## src/rtl/alu_arbiter_pkg.sv

```systemverilog
// Shared definitions for the two-requester Alu arbiter: widths, opcode codes
// and the controller state encodings.
package alu_arbiter_pkg;

   localparam int WIDTH = 32;
   localparam int OPW   = 6;

   typedef enum logic [OPW-1:0] {
      OP_ADD = 6'd0,
      OP_SUB = 6'd1,
      OP_AND = 6'd2,
      OP_OR  = 6'd3,
      OP_SLT = 6'd4
   } alu_op_e;

   localparam logic [1:0] IDLE = 2'd0;
   localparam logic [1:0] EXEC = 2'd1;
   localparam logic [1:0] RESP = 2'd2;

   // Every code above SLT is outside the Alu's repertoire.
   function automatic logic is_legal_op(input logic [OPW-1:0] op);
      return op <= OP_SLT;
   endfunction

endpackage

```

## src/rtl/alu_arbiter_if.sv

```systemverilog
// Request/response handshakes of both requesters plus the Alu-side bus.
// The slave modport is the arbiter's view; master is the surrounding logic.
interface alu_arbiter_if;
   import alu_arbiter_pkg::*;

   logic [1:0]       reqValid;
   logic [1:0]       reqReady;
   logic [OPW-1:0]   reqOpCode0;
   logic [OPW-1:0]   reqOpCode1;
   logic [WIDTH-1:0] reqA0;
   logic [WIDTH-1:0] reqA1;
   logic [WIDTH-1:0] reqB0;
   logic [WIDTH-1:0] reqB1;
   logic [1:0]       respValid;
   logic [1:0]       respReady;
   logic [WIDTH-1:0] respResult;
   logic             respErr;
   logic [WIDTH-1:0] aluOperand1;
   logic [WIDTH-1:0] aluOperand2;
   logic [OPW-1:0]   aluOpCode;
   logic [WIDTH-1:0] aluResult;

   modport slave (
      input  reqValid, reqOpCode0, reqOpCode1, reqA0, reqA1, reqB0, reqB1,
      input  respReady, aluResult,
      output reqReady, respValid, respResult, respErr,
      output aluOperand1, aluOperand2, aluOpCode
   );

   modport master (
      output reqValid, reqOpCode0, reqOpCode1, reqA0, reqA1, reqB0, reqB1,
      output respReady, aluResult,
      input  reqReady, respValid, respResult, respErr,
      input  aluOperand1, aluOperand2, aluOpCode
   );

endinterface

```

## src/rtl/alu_arbiter_rr_arbiter2.sv

```systemverilog
// Combinational two-way round-robin grant: a contested cycle goes to the
// requester that did not win last time.
module rr_arbiter2 (
   input  logic [1:0] req_valid,
   input  logic       last_grant,
   output logic [1:0] grant
);

   genvar gi;
   generate
      for (gi = 0; gi < 2; gi++) begin : g_grant
         assign grant[gi] = req_valid[gi] &
                            (~req_valid[1-gi] | (last_grant != 1'(gi)));
      end
   endgenerate

endmodule

```

## src/rtl/alu_arbiter.sv

```systemverilog
// Shares one combinational Alu between two requesters: accept, execute from
// registered operands for one cycle, then hold the response until consumed.
module alu_arbiter (
   input  logic          clk,
   input  logic          rst_n,
   alu_arbiter_if.slave  bus
);
   import alu_arbiter_pkg::*;

   logic [1:0]       state_reg;
   logic             owner_reg;
   logic             last_grant_reg;
   logic [WIDTH-1:0] op1_reg;
   logic [WIDTH-1:0] op2_reg;
   logic [OPW-1:0]   opc_reg;
   logic [WIDTH-1:0] result_reg;
   logic             err_reg;
   logic [1:0]       grant;
   logic             accept;

   rr_arbiter2 u_rr (
      .req_valid  (bus.reqValid),
      .last_grant (last_grant_reg),
      .grant      (grant)
   );

   // Grant only reaches the requesters while idle; never both bits.
   assign bus.reqReady    = (state_reg == IDLE) ? grant : 2'b00;
   assign accept          = |bus.reqReady;
   assign bus.respValid   = (state_reg == RESP) ? {owner_reg, ~owner_reg} : 2'b00;
   assign bus.respResult  = result_reg;
   assign bus.respErr     = err_reg;
   assign bus.aluOperand1 = op1_reg;
   assign bus.aluOperand2 = op2_reg;
   assign bus.aluOpCode   = opc_reg;

   always_ff @(posedge clk or negedge rst_n) begin
      if (!rst_n) begin
         state_reg      <= IDLE;
         owner_reg      <= 1'b0;
         last_grant_reg <= 1'b1;
         op1_reg        <= '0;
         op2_reg        <= '0;
         opc_reg        <= '0;
         result_reg     <= '0;
         err_reg        <= 1'b0;
      end else begin
         case (state_reg)
            IDLE: begin
               if (accept) begin
                  owner_reg <= grant[1];
                  op1_reg   <= grant[1] ? bus.reqA1      : bus.reqA0;
                  op2_reg   <= grant[1] ? bus.reqB1      : bus.reqB0;
                  opc_reg   <= grant[1] ? bus.reqOpCode1 : bus.reqOpCode0;
                  state_reg <= EXEC;
               end
            end
            EXEC: begin
               // Whatever the Alu produces for an unknown code is discarded.
               result_reg <= is_legal_op(opc_reg) ? bus.aluResult : '0;
               err_reg    <= ~is_legal_op(opc_reg);
               state_reg  <= RESP;
            end
            RESP: begin
               if (bus.respReady[owner_reg]) begin
                  last_grant_reg <= owner_reg;
                  state_reg      <= IDLE;
               end
            end
            default: state_reg <= IDLE;
         endcase
      end
   end

endmodule

```

## src/flat_wrapper.sv

```systemverilog
// flat-port wrapper written by rule: the top's interface ports become plain ports
module alu_arbiter_flat import alu_arbiter_pkg::*;
  (clk, rst_n, bus_reqValid, bus_reqOpCode0, bus_reqOpCode1, bus_reqA0, bus_reqA1, bus_reqB0, bus_reqB1, bus_respReady, bus_aluResult, bus_reqReady, bus_respValid, bus_respResult, bus_respErr, bus_aluOperand1, bus_aluOperand2, bus_aluOpCode);
  alu_arbiter_if bus_i ();
  input  logic clk;
  input  logic rst_n;
  input wire logic [$bits(bus_i.reqValid)-1:0] bus_reqValid;
  input wire logic [$bits(bus_i.reqOpCode0)-1:0] bus_reqOpCode0;
  input wire logic [$bits(bus_i.reqOpCode1)-1:0] bus_reqOpCode1;
  input wire logic [$bits(bus_i.reqA0)-1:0] bus_reqA0;
  input wire logic [$bits(bus_i.reqA1)-1:0] bus_reqA1;
  input wire logic [$bits(bus_i.reqB0)-1:0] bus_reqB0;
  input wire logic [$bits(bus_i.reqB1)-1:0] bus_reqB1;
  input wire logic [$bits(bus_i.respReady)-1:0] bus_respReady;
  input wire logic [$bits(bus_i.aluResult)-1:0] bus_aluResult;
  output wire logic [$bits(bus_i.reqReady)-1:0] bus_reqReady;
  output wire logic [$bits(bus_i.respValid)-1:0] bus_respValid;
  output wire logic [$bits(bus_i.respResult)-1:0] bus_respResult;
  output wire logic [$bits(bus_i.respErr)-1:0] bus_respErr;
  output wire logic [$bits(bus_i.aluOperand1)-1:0] bus_aluOperand1;
  output wire logic [$bits(bus_i.aluOperand2)-1:0] bus_aluOperand2;
  output wire logic [$bits(bus_i.aluOpCode)-1:0] bus_aluOpCode;
  assign bus_i.reqValid = bus_reqValid;
  assign bus_i.reqOpCode0 = bus_reqOpCode0;
  assign bus_i.reqOpCode1 = bus_reqOpCode1;
  assign bus_i.reqA0 = bus_reqA0;
  assign bus_i.reqA1 = bus_reqA1;
  assign bus_i.reqB0 = bus_reqB0;
  assign bus_i.reqB1 = bus_reqB1;
  assign bus_i.respReady = bus_respReady;
  assign bus_i.aluResult = bus_aluResult;
  assign bus_reqReady = bus_i.reqReady;
  assign bus_respValid = bus_i.respValid;
  assign bus_respResult = bus_i.respResult;
  assign bus_respErr = bus_i.respErr;
  assign bus_aluOperand1 = bus_i.aluOperand1;
  assign bus_aluOperand2 = bus_i.aluOperand2;
  assign bus_aluOpCode = bus_i.aluOpCode;
  alu_arbiter u_core (.clk(clk), .rst_n(rst_n), .bus(bus_i));
endmodule
```

## config.mk

```make
export PLATFORM = sky130hd
export DESIGN_NAME = alu_arbiter_flat
export DESIGN_NICKNAME = d
export VERILOG_FILES = /design/src/rtl/alu_arbiter_pkg.sv /design/src/rtl/alu_arbiter_if.sv /design/src/rtl/alu_arbiter_rr_arbiter2.sv /design/src/rtl/alu_arbiter.sv /design/src/flat_wrapper.sv
export SDC_FILE = /design/constraint.sdc
export NUM_CORES = 1
export LEC_CHECK = 0
export CAP_MARGIN = 40
export CORE_MARGIN = 4
export CORE_UTILIZATION = 30
export DETAILED_ROUTE_END_ITERATION = 8
export HOLD_SLACK_MARGIN = 0.06
export PLACE_DENSITY = 0.75
export SLEW_MARGIN = 10
export SYNTH_ARGS = -nofsm -noshare
export SYNTH_HDL_FRONTEND = slang
export SYNTH_SLANG_ARGS = --single-unit
```

## constraint.sdc

```tcl
create_clock -name clk -period 4.02 [get_ports clk]
set_input_delay 1.005 -clock clk [delete_from_list [all_inputs] [get_ports clk]]
set_output_delay 1.005 -clock clk [all_outputs]
set_load 0.02 [all_outputs]
```

# After elaboration in Yosys (flattened, before gate mapping)
# Index checks and enable logic that the tools add are counted.
totals:
  ff_bits: 107
  in_bits: 178
  output_inout_bits: 107
  word_cells: 39
classes:
  mux: 11
  bitwise_logic: 9
  order_cmp: 2
  eq_ne: 4
  n_reduce_logical: 5
ops:
  columns: ["operator", "n"]
  rows:
  - ["$mux W32", 3]
  - ["$mux W2", 4]
  - ["$le A6 B3 Y1 const B", 1]
  - ["$mux W6", 1]
  - ["$pmux W2 S3", 1]
  - ["$reduce_and A2 Y1", 3]
  - ["$not A1 Y1", 5]
  - ["$and A1 B1 Y1", 2]
  - ["$eq A2 B1 Y1 const B", 1]
  - ["$eq A2 B2 Y1 const B", 1]
  - ["$logic_not A2 Y1", 1]
  - ["$lt A1 B2 Y1 const B", 1]
  - ["$mux W1", 2]
  - ["$ne A2 B1 Y1 const B", 1]
  - ["$ne A2 B2 Y1 const B", 1]
  - ["$or A1 B1 Y1", 2]
  - ["$reduce_or A2 Y1", 1]

# Logic depth before layout (Yosys ltp)
depth:
  word_depth: 7
  mapped_depth: 5
  depth_no_buf: 3

# By module
# A second synthesis with hierarchy kept.
unflattened:
  cells_unflattened: 395
  hier_area_um2: 5316.3
by_module_without_submodules:
  columns: ["mod", "cells_each", "seq_area_each_um2", "n_inst", "area_each_um2"]
  rows:
  - ["alu_arbiter", 392, 2678.8, 1, 5297.6]
  - ["rr_arbiter2", 3, 0.0, 1, 18.8]

# Worst setup path before layout
# Ideal clock, no wire load.
synth_timing:
  path_type: "input to output"
  startpoint: "input port bus_reqValid[1]"
  endpoint: "output port bus_reqReady[1]"
  stages: 3
  required_time_ns: 3.015
  slack_ns: 1.219
  arrival_time_ns: 1.796
  path_buffers: 1
  path_cell_list: "a21boi_4 -> clkbuf_8 -> and2_1"
synth_between:
  elab_chain_len: 2
synth_rtl:
  columns: ["element", "line_no", "text"]
  rows:
  - ["from (decl)", "flat_wrapper.sv:7", "input wire logic [$bits(bus_i.reqValid)-1:0] bus_reqValid;"]
  - ["$and A1 B1 Y1", "alu_arbiter_rr_arbiter2.sv:12", "assign grant[gi] = req_valid[gi] &"]
  - ["$mux W2", "alu_arbiter.sv:28", "assign bus.reqReady = (state_reg == IDLE) ? grant : 2'b00;"]
  - ["to (decl)", "flat_wrapper.sv:16", "output wire logic [$bits(bus_i.reqReady)-1:0] bus_reqReady;"]
# No other way between the ends.

# Worst setup path in the final report
# Same ends and word-level chain as after synthesis.

==> results.yml <==
drt:
  route.detailed.drc: 0
  wl_mm: 14.8
  drtAntennaViolNets: 0
  num_vias: 4001
  post_drt_wl_per_cell_microns: 16.7
  drtIter0Drc: 113
  viasPerCell: 4.50
  first_pass_iters: 4
synth:
  syn_nets: 571
  synth_top_family_by_area: "multiplexers"
  synth_adder_area_share: 0
  yosys_register_bits: 107
  syn_avg_cell_area_sq_um: 12.8
  async_reset_ff_frac: 1.00
  synth_compound_area_frac: 0.0447
  synth_xor_area_frac: 0
  synth-edff-count: 0
  yosysWarnings: 0
  syn_area_sq_um: 5010
  synthMuxAreaShare: 0.324
  ys_seq_area_frac: 0.535
  synth_cell_type_count: 24
  yosys.area_share.simple: 0.0622
  synth_top_flop_cell: "dfrtp_1"
  synth_cells: 393
global_routing:
  grt_pass1_wl_mm: 22.2
  grt_pass1_vias: 4397
  overflow: 0
  grt_usage: 0.152
  grt_max_degree: 57
  antenna_found_initial: 0
setup_path:
  startpoint: "bus_reqValid[1]"
  crit_type: "primary input to output pin"
  end_kind: "output pin"
  reg2regPathDepth: 5
  critPathLaunchType: "primary input"
  r2r-start: "u_core.last_grant_reg"
  cp_data_required_time_ps: 3010
  r2r-end: "u_core.bus.aluOperand2[5]"
  arrival_ps: 2510
  r2r_slack_ps: 1930
  critical_path.max_fanout: 3
layout:
  final_nets: 846
  drive_gt1_frac: 0.242
  instances_no_fill: 889
  final_cell_area_sq_um: 8360
  area_delta_synth_final_pct: 66.9
  nFillCells: 1369
  antenna_cells: 0
clock_tree:
  cts.repair.resized: 0
  postCtsHoldBufs: 0
  cts_buffer_depth: 2
  htree_num_levels: 3
  clkLatencyLatePin_ps: 350
  cts_root_buf: "clkbuf_16"
  cts_buffers: 9
  clock-sinks: 107
  tritoncts: "yes"
  path_clk_slew_ps: 60
  post_cts_buffers: 0
flow_run:
  maxCapViolations: 0
timing:
  min_period_ps: 3520
  worst_slew_pin_slew_ps: 866
  relSlewSlack: 0.421
  finalHoldViolCount: 0
  drv_slew: 0
  skew_ps: 10.4
  whs_ps: 476
  setup-violations-final: 0
  fmax_ghz: 0.284
  post-route-period-util: 0.875
  rsz0062_at_grt: "false"
  setup_tns_ps: 0
die:
  fp.dieW_microns: 137
  die_area_sq_um: 18800
  coreArea_sq_um: 16100
  rows: 46
  io_pins: 285
  start_util: 0.311
  die_h_microns: 137
power_and_ir_drop:
  peakVddDrop_uv: 371
  leakage_nw: 3.34
  powerDensity_nw_per_um2: 697
min_path:
  min_from: "u_core.bus.respResult[9]"
  hold_path_end: "u_core.bus.respResult[9]"
  hold_path_class: "register to register"
  hold_depth: 2
placement:
  dp_cells: 873
  hpwl_mm: 11.7
  io_buffer_count: 284
  gp_congestion: 0.761
  placed_area_sq_um: 8070
run_status:
  status: "completed"
critical path, stage by stage:
cell and delay (ps):
clkdlybuf4s50_1 520, a21boi_4 190, and2_1 160, clkdlybuf4s50_1 630
cell type report:
cell class	count	area, sq um	share of cell area
inverters	1	3.75	0.000449
clock buffers	10	229	0.0274
repair buffers	290	2950	0.353
flip-flops and latches	107	2680	0.320
well taps	216	270	0.0323
multi-input cells	259	2170	0.259
clock inverters	6	65.1	0.00778
worst max path at each step:
stage                       to  slack (ps)  depth (start not counted)
6_report       bus_reqReady[1]         500                          4
5_1_grt        bus_reqReady[1]         460                          4
3_5_place_dp   bus_reqReady[1]         490                          4
2_1_floorplan  bus_reqReady[1]        1220                          3
4_1_cts        bus_reqReady[1]         490                          4
3_3_place_gp   bus_reqReady[1]         490                          4
routing by layer:
layer	track usage	share of wire
met3	0.0475	0.10
met4	0.0588	0.024
met5	0	0
met1	0.161	0.36
met2	0.280	0.51
per-stage QoR:
stage	setup slack [ps]	total power, mW	utilization
floorplan	1220	3.50	-
finish	503	5.83	0.519
CTS	486	5.93	0.519
detailed placement	486	5.03	0.501
global placement	490	4.90	0.497
global route	458	6.18	0.519
cell families (layout without fill, tap and decap cells):
kind of cell,count (synthesis),after routing
mux,141,141
simple gates,78,78
buf+inv,27,307
flops,107,107
compound gates,40,40
cells in the mapped netlist, types with 2 or more instances:
master,instances,share of area
nand2_1,66,0.049
mux2_4,9,0.027
clkbuf_8,3,0.0082
buf_2,11,0.011
nor2_1,4,0.0030
buf_6,4,0.0090
nand2b_1,3,0.0037
nor2b_1,2,0.0025
clkbuf_1,8,0.0060
mux2_1,4,0.0090
mux2_2,128,0.29
o21ai_0,34,0.034
dfrtp_1,106,0.53
where the power goes:
group | leakage [nW] | switching (mW) | internal [mW] | total (mW)
registers | 1.32 | 0.270 | 1.58 | 1.85
clock network | 0.143 | 0.392 | 0.485 | 0.877
logic | 1.88 | 1.46 | 1.64 | 3.10
total | 3.34 | 2.12 | 3.71 | 5.83
cells in the final DEF, fill, tap and decap left out:
| cell | count |
|---|---|
| clkdlybuf4s50_1 | 283 |
| mux2_2 | 128 |
| dfrtp_1 | 106 |
| nand2_1 | 66 |
| o21ai_0 | 34 |
| mux2_4 | 9 |
| clkbuf_16 | 9 |
| nor2_1 | 4 |
| mux2_1 | 4 |
| nand2b_1 | 3 |
| buf_12 | 3 |
| clkinv_2 | 2 |
| buf_4 | 2 |
| and3_1 | 1 |
| a21boi_4 | 1 |
| and2_1 | 1 |
| inv_1 | 1 |
| o21a_4 | 1 |
| nor3_1 | 1 |
| nor2b_2 | 1 |
| nor2b_1 | 1 |
| a21oi_1 | 1 |
| o2bb2ai_1 | 1 |
| o21bai_1 | 1 |
| a31oi_1 | 1 |
| inv_6 | 1 |
| bufinv_16 | 1 |
| clkinv_4 | 1 |
| clkbuf_1 | 1 |
| clkinvlp_4 | 1 |
| buf_16 | 1 |
| buf_8 | 1 |
| dfstp_2 | 1 |
Note: power is estimated with default switching activity, not from simulation.
